`src/rtl/bot_state_server.sv`:
```
// bot_state_server
//
// Hardware stand-in for the integrator's file-driven state reader and
// velocity writer. Keeps an N_BOTS-entry table of {x, y, vx, vy} in signed
// Q5.11. Serves bot pairs (i, j), i < j, in fixed round-robin order on each
// fetch request. Stores the post-collision velocities that come back on the
// output_check handshake.
//
// Optional feature macro: BOT_SERVER_VCLAMP_EN
//   defined   : written-back velocities are saturated to [-VMAX, +VMAX]
//               (the VMAX parameter exists only in this build)
//   undefined : velocities are stored verbatim; no clamp logic
//
// Ports
//   clock, reset         rising-edge clock, asynchronous active-high reset
//   en                   fetch request level, sampled only while idle
//   x, y, vx, vy         state of bot i of the presented pair
//   x2, y2, vx2, vy2     state of bot j of the presented pair
//   input_check          one-cycle pulse: pair outputs are valid
//   output_check         write-back strobe (its rising edge is used)
//   wb_vx1 .. wb_vy2     new velocities for bot i and bot j
//   ld_valid, ld_idx     preload strobe and bot index
//   ld_data              preload record {x, y, vx, vy}, x in the MSBs
//   busy                 high whenever the FSM is not idle
//   round_done           one-cycle pulse after the last pair of a round commits
module bot_state_server #(
    parameter int N_BOTS = 4,
    parameter int W      = 16
`ifdef BOT_SERVER_VCLAMP_EN
    ,
    parameter logic signed [W-1:0] VMAX = 16'sd4096
`endif
) (
    input  logic                      clock,
    input  logic                      reset,
    input  logic                      en,
    output logic [W-1:0]              x,
    output logic [W-1:0]              y,
    output logic [W-1:0]              vx,
    output logic [W-1:0]              vy,
    output logic [W-1:0]              x2,
    output logic [W-1:0]              y2,
    output logic [W-1:0]              vx2,
    output logic [W-1:0]              vy2,
    output logic                      input_check,
    input  logic                      output_check,
    input  logic [W-1:0]              wb_vx1,
    input  logic [W-1:0]              wb_vy1,
    input  logic [W-1:0]              wb_vx2,
    input  logic [W-1:0]              wb_vy2,
    input  logic                      ld_valid,
    input  logic [$clog2(N_BOTS)-1:0] ld_idx,
    input  logic [4*W-1:0]            ld_data,
    output logic                      busy,
    output logic                      round_done
);

    localparam int IDX_W = $clog2(N_BOTS);

    typedef enum logic [2:0] {
        S_IDLE,
        S_RD_A,
        S_RD_B,
        S_PRESENT,
        S_WAIT_WB,
        S_COMMIT
    } state_t;

    state_t                r_state;
    logic [IDX_W-1:0]      r_i;
    logic [IDX_W-1:0]      r_j;
    logic                  r_oc_prev;
    logic                  r_input_check;
    logic                  r_busy;
    logic                  r_round_done;

    logic signed [W-1:0]   r_x,  r_y,  r_vx,  r_vy;
    logic signed [W-1:0]   r_x2, r_y2, r_vx2, r_vy2;

    logic signed [W-1:0]   r_wb_vx1, r_wb_vy1, r_wb_vx2, r_wb_vy2;

    logic signed [W-1:0]   r_mem_x  [N_BOTS];
    logic signed [W-1:0]   r_mem_y  [N_BOTS];
    logic signed [W-1:0]   r_mem_vx [N_BOTS];
    logic signed [W-1:0]   r_mem_vy [N_BOTS];

    logic                  w_oc_rise;
    logic                  w_commit;
    logic                  w_last_pair;

    // Velocity conditioning applied on the way into the table.
    function automatic logic signed [W-1:0] f_wb_vel(input logic signed [W-1:0] v);
`ifdef BOT_SERVER_VCLAMP_EN
        if (v > VMAX) begin
            return VMAX;
        end else if (v < -VMAX) begin
            return -VMAX;
        end else begin
            return v;
        end
`else
        return v;
`endif
    endfunction

    // The edge detector samples every cycle, so a strobe that is already
    // high when WAIT_WB is entered has r_oc_prev = 1 and is not an edge.
    assign w_oc_rise   = output_check & ~r_oc_prev;
    assign w_commit    = (r_state == S_COMMIT);
    assign w_last_pair = (r_i == IDX_W'(N_BOTS - 2)) && (r_j == IDX_W'(N_BOTS - 1));

    assign x           = r_x;
    assign y           = r_y;
    assign vx          = r_vx;
    assign vy          = r_vy;
    assign x2          = r_x2;
    assign y2          = r_y2;
    assign vx2         = r_vx2;
    assign vy2         = r_vy2;
    assign input_check = r_input_check;
    assign busy        = r_busy;
    assign round_done  = r_round_done;

    // Control FSM, pair counter and registered pair outputs
    always_ff @(posedge clock or posedge reset) begin
        if (reset) begin
            r_state       <= S_IDLE;
            r_i           <= '0;
            r_j           <= IDX_W'(1);
            r_oc_prev     <= 1'b0;
            r_input_check <= 1'b0;
            r_busy        <= 1'b0;
            r_round_done  <= 1'b0;
            r_x           <= '0;
            r_y           <= '0;
            r_vx          <= '0;
            r_vy          <= '0;
            r_x2          <= '0;
            r_y2          <= '0;
            r_vx2         <= '0;
            r_vy2         <= '0;
        end else begin
            r_oc_prev     <= output_check;
            r_input_check <= 1'b0;
            r_round_done  <= 1'b0;
            case (r_state)
                S_IDLE: begin
                    if (en) begin
                        r_state <= S_RD_A;
                        r_busy  <= 1'b1;
                    end
                end
                S_RD_A: begin
                    r_x     <= r_mem_x[r_i];
                    r_y     <= r_mem_y[r_i];
                    r_vx    <= r_mem_vx[r_i];
                    r_vy    <= r_mem_vy[r_i];
                    r_state <= S_RD_B;
                end
                S_RD_B: begin
                    r_x2    <= r_mem_x[r_j];
                    r_y2    <= r_mem_y[r_j];
                    r_vx2   <= r_mem_vx[r_j];
                    r_vy2   <= r_mem_vy[r_j];
                    r_state <= S_PRESENT;
                end
                S_PRESENT: begin
                    r_input_check <= 1'b1;
                    r_state       <= S_WAIT_WB;
                end
                S_WAIT_WB: begin
                    if (w_oc_rise) begin
                        r_state <= S_COMMIT;
                    end
                end
                S_COMMIT: begin
                    // (i, j) walk: bump j; when j hits the end, bump i and
                    // restart j just above it; after (N-2, N-1) wrap to (0, 1).
                    if (r_j == IDX_W'(N_BOTS - 1)) begin
                        if (w_last_pair) begin
                            r_i <= '0;
                            r_j <= IDX_W'(1);
                        end else begin
                            r_i <= r_i + IDX_W'(1);
                            r_j <= r_i + IDX_W'(2);
                        end
                    end else begin
                        r_j <= r_j + IDX_W'(1);
                    end
                    r_round_done <= w_last_pair;
                    r_state      <= S_IDLE;
                    r_busy       <= 1'b0;
                end
                default: begin
                    r_state <= S_IDLE;
                    r_busy  <= 1'b0;
                end
            endcase
        end
    end

    // Write-back capture: data only, qualified by the FSM so a reset simply
    // leaves a stale value that is never committed.
    always_ff @(posedge clock) begin
        if (r_state == S_WAIT_WB && w_oc_rise) begin
            r_wb_vx1 <= wb_vx1;
            r_wb_vy1 <= wb_vy1;
            r_wb_vx2 <= wb_vx2;
            r_wb_vy2 <= wb_vy2;
        end
    end

    // Bot table: preload writes the full record; a same-cycle commit to the
    // same bot is written later in the block so its velocity wins while the
    // preload position still lands. Indices >= N_BOTS never match any entry.
    always_ff @(posedge clock or posedge reset) begin
        if (reset) begin
            for (int b = 0; b < N_BOTS; b++) begin
                r_mem_x[b]  <= '0;
                r_mem_y[b]  <= '0;
                r_mem_vx[b] <= '0;
                r_mem_vy[b] <= '0;
            end
        end else begin
            for (int b = 0; b < N_BOTS; b++) begin
                if (ld_valid && (ld_idx == IDX_W'(b))) begin
                    r_mem_x[b]  <= ld_data[4*W-1 -: W];
                    r_mem_y[b]  <= ld_data[3*W-1 -: W];
                    r_mem_vx[b] <= ld_data[2*W-1 -: W];
                    r_mem_vy[b] <= ld_data[W-1:0];
                end
                if (w_commit && (r_i == IDX_W'(b))) begin
                    r_mem_vx[b] <= f_wb_vel(r_wb_vx1);
                    r_mem_vy[b] <= f_wb_vel(r_wb_vy1);
                end
                if (w_commit && (r_j == IDX_W'(b))) begin
                    r_mem_vx[b] <= f_wb_vel(r_wb_vx2);
                    r_mem_vy[b] <= f_wb_vel(r_wb_vy2);
                end
            end
        end
    end

endmodule

```
`config.mk`:
```
export PLATFORM = sky130hd
export DESIGN_NAME = bot_state_server
export DESIGN_NICKNAME = d
export VERILOG_FILES = /design/src/rtl/bot_state_server.sv
export SDC_FILE = /design/constraint.sdc
export NUM_CORES = 1
export LEC_CHECK = 0
export CAP_MARGIN = 20
export CORE_AREA = 2 2 212 214
export CTS_BUF_LIST = sky130_fd_sc_hd__clkbuf_4 sky130_fd_sc_hd__clkbuf_8
export CTS_CLUSTER_SIZE = 14
export DETAILED_ROUTE_END_ITERATION = 16
export DIE_AREA = 0 0 214 216
export GPL_ROUTABILITY_DRIVEN = 0
export HOLD_SLACK_MARGIN = 0.08
export PLACE_DENSITY = 0.8
export SKIP_CTS_REPAIR_TIMING = 1
export SYNTH_ARGS = -nofsm -noshare
export SYNTH_HDL_FRONTEND = slang
export SYNTH_SLANG_ARGS = --single-unit
```
`constraint.sdc`:
```
create_clock -name clock -period 17.39 [get_ports clock]
set_clock_uncertainty 0.05 [all_clocks]
set_input_delay 1.739 -clock clock [delete_from_list [all_inputs] [get_ports clock]]
set_output_delay 1.739 -clock clock [all_outputs]
set_load 0.005 [all_outputs]
```
-- Word level (Yosys, flattened, before mapping)
Index checks and enable logic that the tools add are counted.
- add/subtract/negate cells: 3
- order comparisons: 2
- equal/unequal tests: 16
- mux-type cells: 58
- bitwise gates (word level): 5
- reductions and logical operators: 26
- operators by type and width (cell ; number):
    $mux 16 ; 40
    $bmux 16 s2 ; 8
    $pmux 3 s5 ; 1
    $logic_and 1x1->1 ; 14
    $eq 2x2->1 const B ; 6
    $reduce_bool 3->1 ; 4
    $eq 2x1->1 const B ; 3
    $eq 3x2->1 const B ; 2
    $eq 3x3->1 const B ; 2
    $ge 3x3->1 const B ; 2
    $logic_not 2->1 ; 3
    $mux 2 ; 3
    $mux 3 ; 2
    $not 2->3 ; 2
    $reduce_and 2->1 ; 3
    $add 2x1->2 const B ; 2
    $ne 2x2->1 const B ; 2
    $reduce_or 4->1 ; 1
    $eq 3x1->1 const B ; 1
    $logic_not 3->1 ; 1
    $mux 1 ; 3
    $add 2x2->2 const B ; 1
    $not 1->1 ; 2
    $pmux 1 s2 ; 1
    $and 1x1->1 ; 1
- flip-flop bits (word level): 459
- input port bits: 135
- output and inout port bits: 131
- word-level logic and storage cells: 145

-- Longest topological paths before layout
- depth after elaboration: 5
- mapped depth: 9
- gate-level depth less buffers: 5

-- Least setup slack after synthesis
No wires, ideal clock.
- kind: in2reg
- from: input port output_check
- to: register r_wb_vx1[0], enable pin
- setup time: 644 ps
- arrival time: 7861 ps
- required time: 16696 ps
- slack: 8835 ps
- stages: 2
- path buffers: 0
- cells stage by stage: nand2_1 nor4_1
- cells in the longest elaborated chain, start to end: 2
- ends and longest elaborated chain (what ; line ; RTL):
    start, declared ; 46 ; input logic output_check,
    $and 1x1->1 ; 108 ; assign w_oc_rise = output_check & ~r_oc_prev;
    $logic_and 1x1->1 ; 205 ; if (r_state == S_WAIT_WB && w_oc_rise) begin
    end signal, assigned ; 206 ; r_wb_vx1 <= wb_vx1;
    end, declared ; 80 ; logic signed [W-1:0] r_wb_vx1, r_wb_vy1, r_wb_vx2, r_wb_vy2;
Every way passes these cells.
A chain may end at the register's enable or synchronous reset.

==> results.json <==
{
  "crit_family": "buffers and inverters",
  "rr_worst_depth": 5,
  "r2r_slack_ns": 13.23,
  "die_h_um": 216,
  "grt_pass1_wl_mm": 107,
  "dpl_cell_area_um2": 25400,
  "avgSynthCellArea_um2": 12.6,
  "drcViolationCount": 0,
  "synthesis.area_um2": 22500,
  "cts-htree-levels": 3,
  "ioPinCount": 266,
  "grt_max_degree": 136,
  "hold_violations": 0,
  "final_cell_area_um2": 27200,
  "crit_cells": 4,
  "ant_nets": 0,
  "slew_viol_final": 0,
  "area_delta_synth_final_pct": 20.5,
  "fp.dieArea_um2": 46200,
  "vdd_ir_drop_max_uv": 120,
  "ys_seq_elements": 459,
  "use_met3": 0.0927,
  "yosysSeqAreaShare": 0.524,
  "clockBufferDepth": 3,
  "crit_path_max_incr_delay_ns": 0.85,
  "antenna_found_initial": 2,
  "fin_hold_ws_ns": 0.448,
  "cp-startpoint": "reset",
  "core.rowCount": 77,
  "crit_fanout": 135,
  "synth_xor_area_frac": 0,
  "fillers": 3304,
  "drt-initial-drc-count": 2475,
  "synth_mux_area_frac": 0.208,
  "cp.required_ns": 17.95,
  "slowest_stage": "buf_4",
  "overflow": 0,
  "timing.critical_path.to": "vy[8]",
  "numCtsBuffers": 79,
  "tightest_slew_ns": 1.15,
  "top_usage_layer": "met2",
  "root_buffer": "clkbuf_8",
  "cts_sinks": 459,
  "cp-end-kind": "async pin",
  "io_buffers": 265,
  "numPlacedInstances": 2508,
  "rsz0062_at_grt": "false",
  "vias_per_cell": 6.67,
  "ys_warn_count": 0,
  "layout.cells.non_filler": 2653,
  "setup_tns_ns": 0,
  "netlist_instances": 1783,
  "fin_crit_ns": 4.22,
  "power_leakage_nw": 11.1,
  "layout-drive-gt1-share": 0.239,
  "post-route-util": 0.620,
  "r2r_start": "r_i[0]",
  "clk_pin_slew_ns": 0.06,
  "drt_wl_total_mm": 70.1,
  "track_usage": 0.302,
  "synth_top_family_by_area": "multiplexers",
  "cts_tree": "done",
  "met2_usage": 0.463,
  "grtUsageMet1": 0.383,
  "place_ws_ns": 12.47,
  "path_common_cell": "buf_4",
  "initial_core_util": 0.514,
  "cp.arrival_ns": 4.78,
  "drt-pass1-iter-count": 5,
  "synthAdderAreaFrac": 0.00222,
  "setup_viol": 0,
  "power_density_nw_per_um2": 165,
  "fin_nets": 2136,
  "status": "complete, no violations",
  "critPathBufInv": 4,
  "core_um2": 43800,
  "max_slew_margin": 0.231,
  "die_w_um": 214,
  "synth_compound_area_frac": 0.102,
  "via_count": 17700,
  "clock_latency_ns": 0.65,
  "min_path_cells": 2,
  "wl_per_cell_um": 26.4,
  "dp_hpwl_mm": 40.9,
  "fin_crit_sh": 0.243,
  "worst_setup_path_start_kind": "input pin",
  "yosysUniqueCellTypes": 53,
  "hold_class": "flip-flop to flip-flop",
  "path_cells": "clkdlybuf4s50_1, inv_8, buf_4, buf_4",
  "max_freq_mhz": 237,
  "crit_type": "input pin to async pin",
  "finalPower_mw": 4.49,
  "synth_simple_gate_area_share": 0.125,
  "worst_slack_ns": 13.17,
  "syn-num-nets": 1922,
  "grt_pass1_vias": 18600,
  "r2r-end": "r_mem_vy[34]",
  "maxCapViolCount": 0
}
-- cell families (layout without fill, tap and decap cells) --
family,after synthesis,in the layout
fa+ha+maj,4,4
mux,289,289
compound gates,267,267
other cells,0,2
simple gates,602,602
buf+inv,162,438
flops,459,459
-- worst min path at each step --
stage,start,endpoint,slack [ns]
after floorplan,r_mem_x[16],r_mem_x[16],0.41
after global placement,r_mem_x[42],r_mem_x[42],0.42
after detailed placement,r_mem_y[19],r_mem_y[19],0.43
after CTS,r_mem_y[31],r_mem_y[31],0.45
after global routing,y[7],y[7],0.47
final,r_mem_x[63],r_mem_x[63],0.45
-- placed cells by master, fill, tap and decap left out, types with 19 or more instances in the layout --
master	count
dfrtp_1	391
mux2_2	160
and3_1	71
edfxtp_1	64
buf_4	25
a311oi_1	71
or3_1	55
o2bb2ai_1	71
clkbuf_8	97
mux4_2	128
clkdlybuf4s50_1	265
nand2_1	354
o311ai_0	19
clkbuf_4	26
nor2_1	77
a2bb2oi_1	55
o311ai_1	36
-- report_power, final --
| group | internal, mW | switching, mW | total, mW |
|---|---|---|---|
| sequential | 1.44 | 0.323 | 1.77 |
| clock | 0.650 | 0.451 | 1.10 |
| combinational | 0.950 | 0.669 | 1.62 |
| total | 3.04 | 1.44 | 4.49 |
-- registers in the layout (all words and copies together) (netlist names), 3 cells and up --
| name | cells |
|---|---|
| x2 | 16 |
| r_mem_vy | 64 |
| vy | 16 |
| y | 16 |
| r_mem_y | 64 |
| r_state | 3 |
| r_wb_vy2 | 16 |
| y2 | 16 |
| vy2 | 16 |
| r_mem_vx | 64 |
| r_wb_vy1 | 16 |
| vx | 16 |
| r_wb_vx1 | 16 |
| x | 16 |
| vx2 | 16 |
| r_wb_vx2 | 16 |
| r_mem_x | 64 |
-- tightest hold or removal path: cells and delay by family (launching register included) --
kind,cells,cell delay (ns)
DFF,1,0.35
and+or+nand+nor,2,0.12
-- per-layer routing --
metal | share of wire | vias up
li1 | - | 7166
met1 | 0.37 | 8754
met2 | 0.46 | 1470
met3 | 0.13 | 308
met4 | 0.048 | 2
met5 | 0.00096 | -
-- cell usage after synthesis, drive strengths merged --
cell type | count | area [um2]
ha | 4 | 50.1
nor3b | 4 | 41.3
nand2 | 358 | 1350
mux4 | 128 | 2880
buf | 99 | 637
or3 | 55 | 344
dfrtp | 394 | 9860
nand3 | 6 | 52.6
mux2i | 1 | 10.0
o21ai | 7 | 35.0
mux2 | 160 | 1800
edfxtp | 64 | 1920
dfstp | 1 | 26.3
a21oi | 1 | 5.00
clkbuf | 58 | 220
inv | 5 | 18.8
o211ai | 2 | 15.0
a211oi | 2 | 15.0
nor2 | 83 | 362
nor2b | 2 | 15.0
or2 | 3 | 18.8
o311ai | 55 | 482
a2bb2oi | 55 | 482
nand3b | 2 | 27.5
a21o | 2 | 15.0
and3 | 72 | 455
or3b | 1 | 8.76
o2bb2ai | 71 | 622
nor3 | 6 | 68.8
and2 | 6 | 37.5
a311oi | 71 | 622
nand2b | 1 | 6.26
and3b | 2 | 17.5
nor4 | 1 | 6.26
o32a | 1 | 10.0
-- final cells by class --
cell class | count | area (um2) | share of cell area
Tap cell | 592 | 741 | 0.0273
Sequential cell | 459 | 11800 | 0.435
Inverter | 5 | 26.3 | 0.000968
Antenna cell | 2 | 5.00 | 0.000184
Multi-Input combinational cell | 1162 | 9920 | 0.365
Clock buffer | 123 | 1530 | 0.0563
Clock inverter | 20 | 272 | 0.0100
Timing Repair Buffer | 290 | 2840 | 0.105
(Power assumes the default switching activity.)
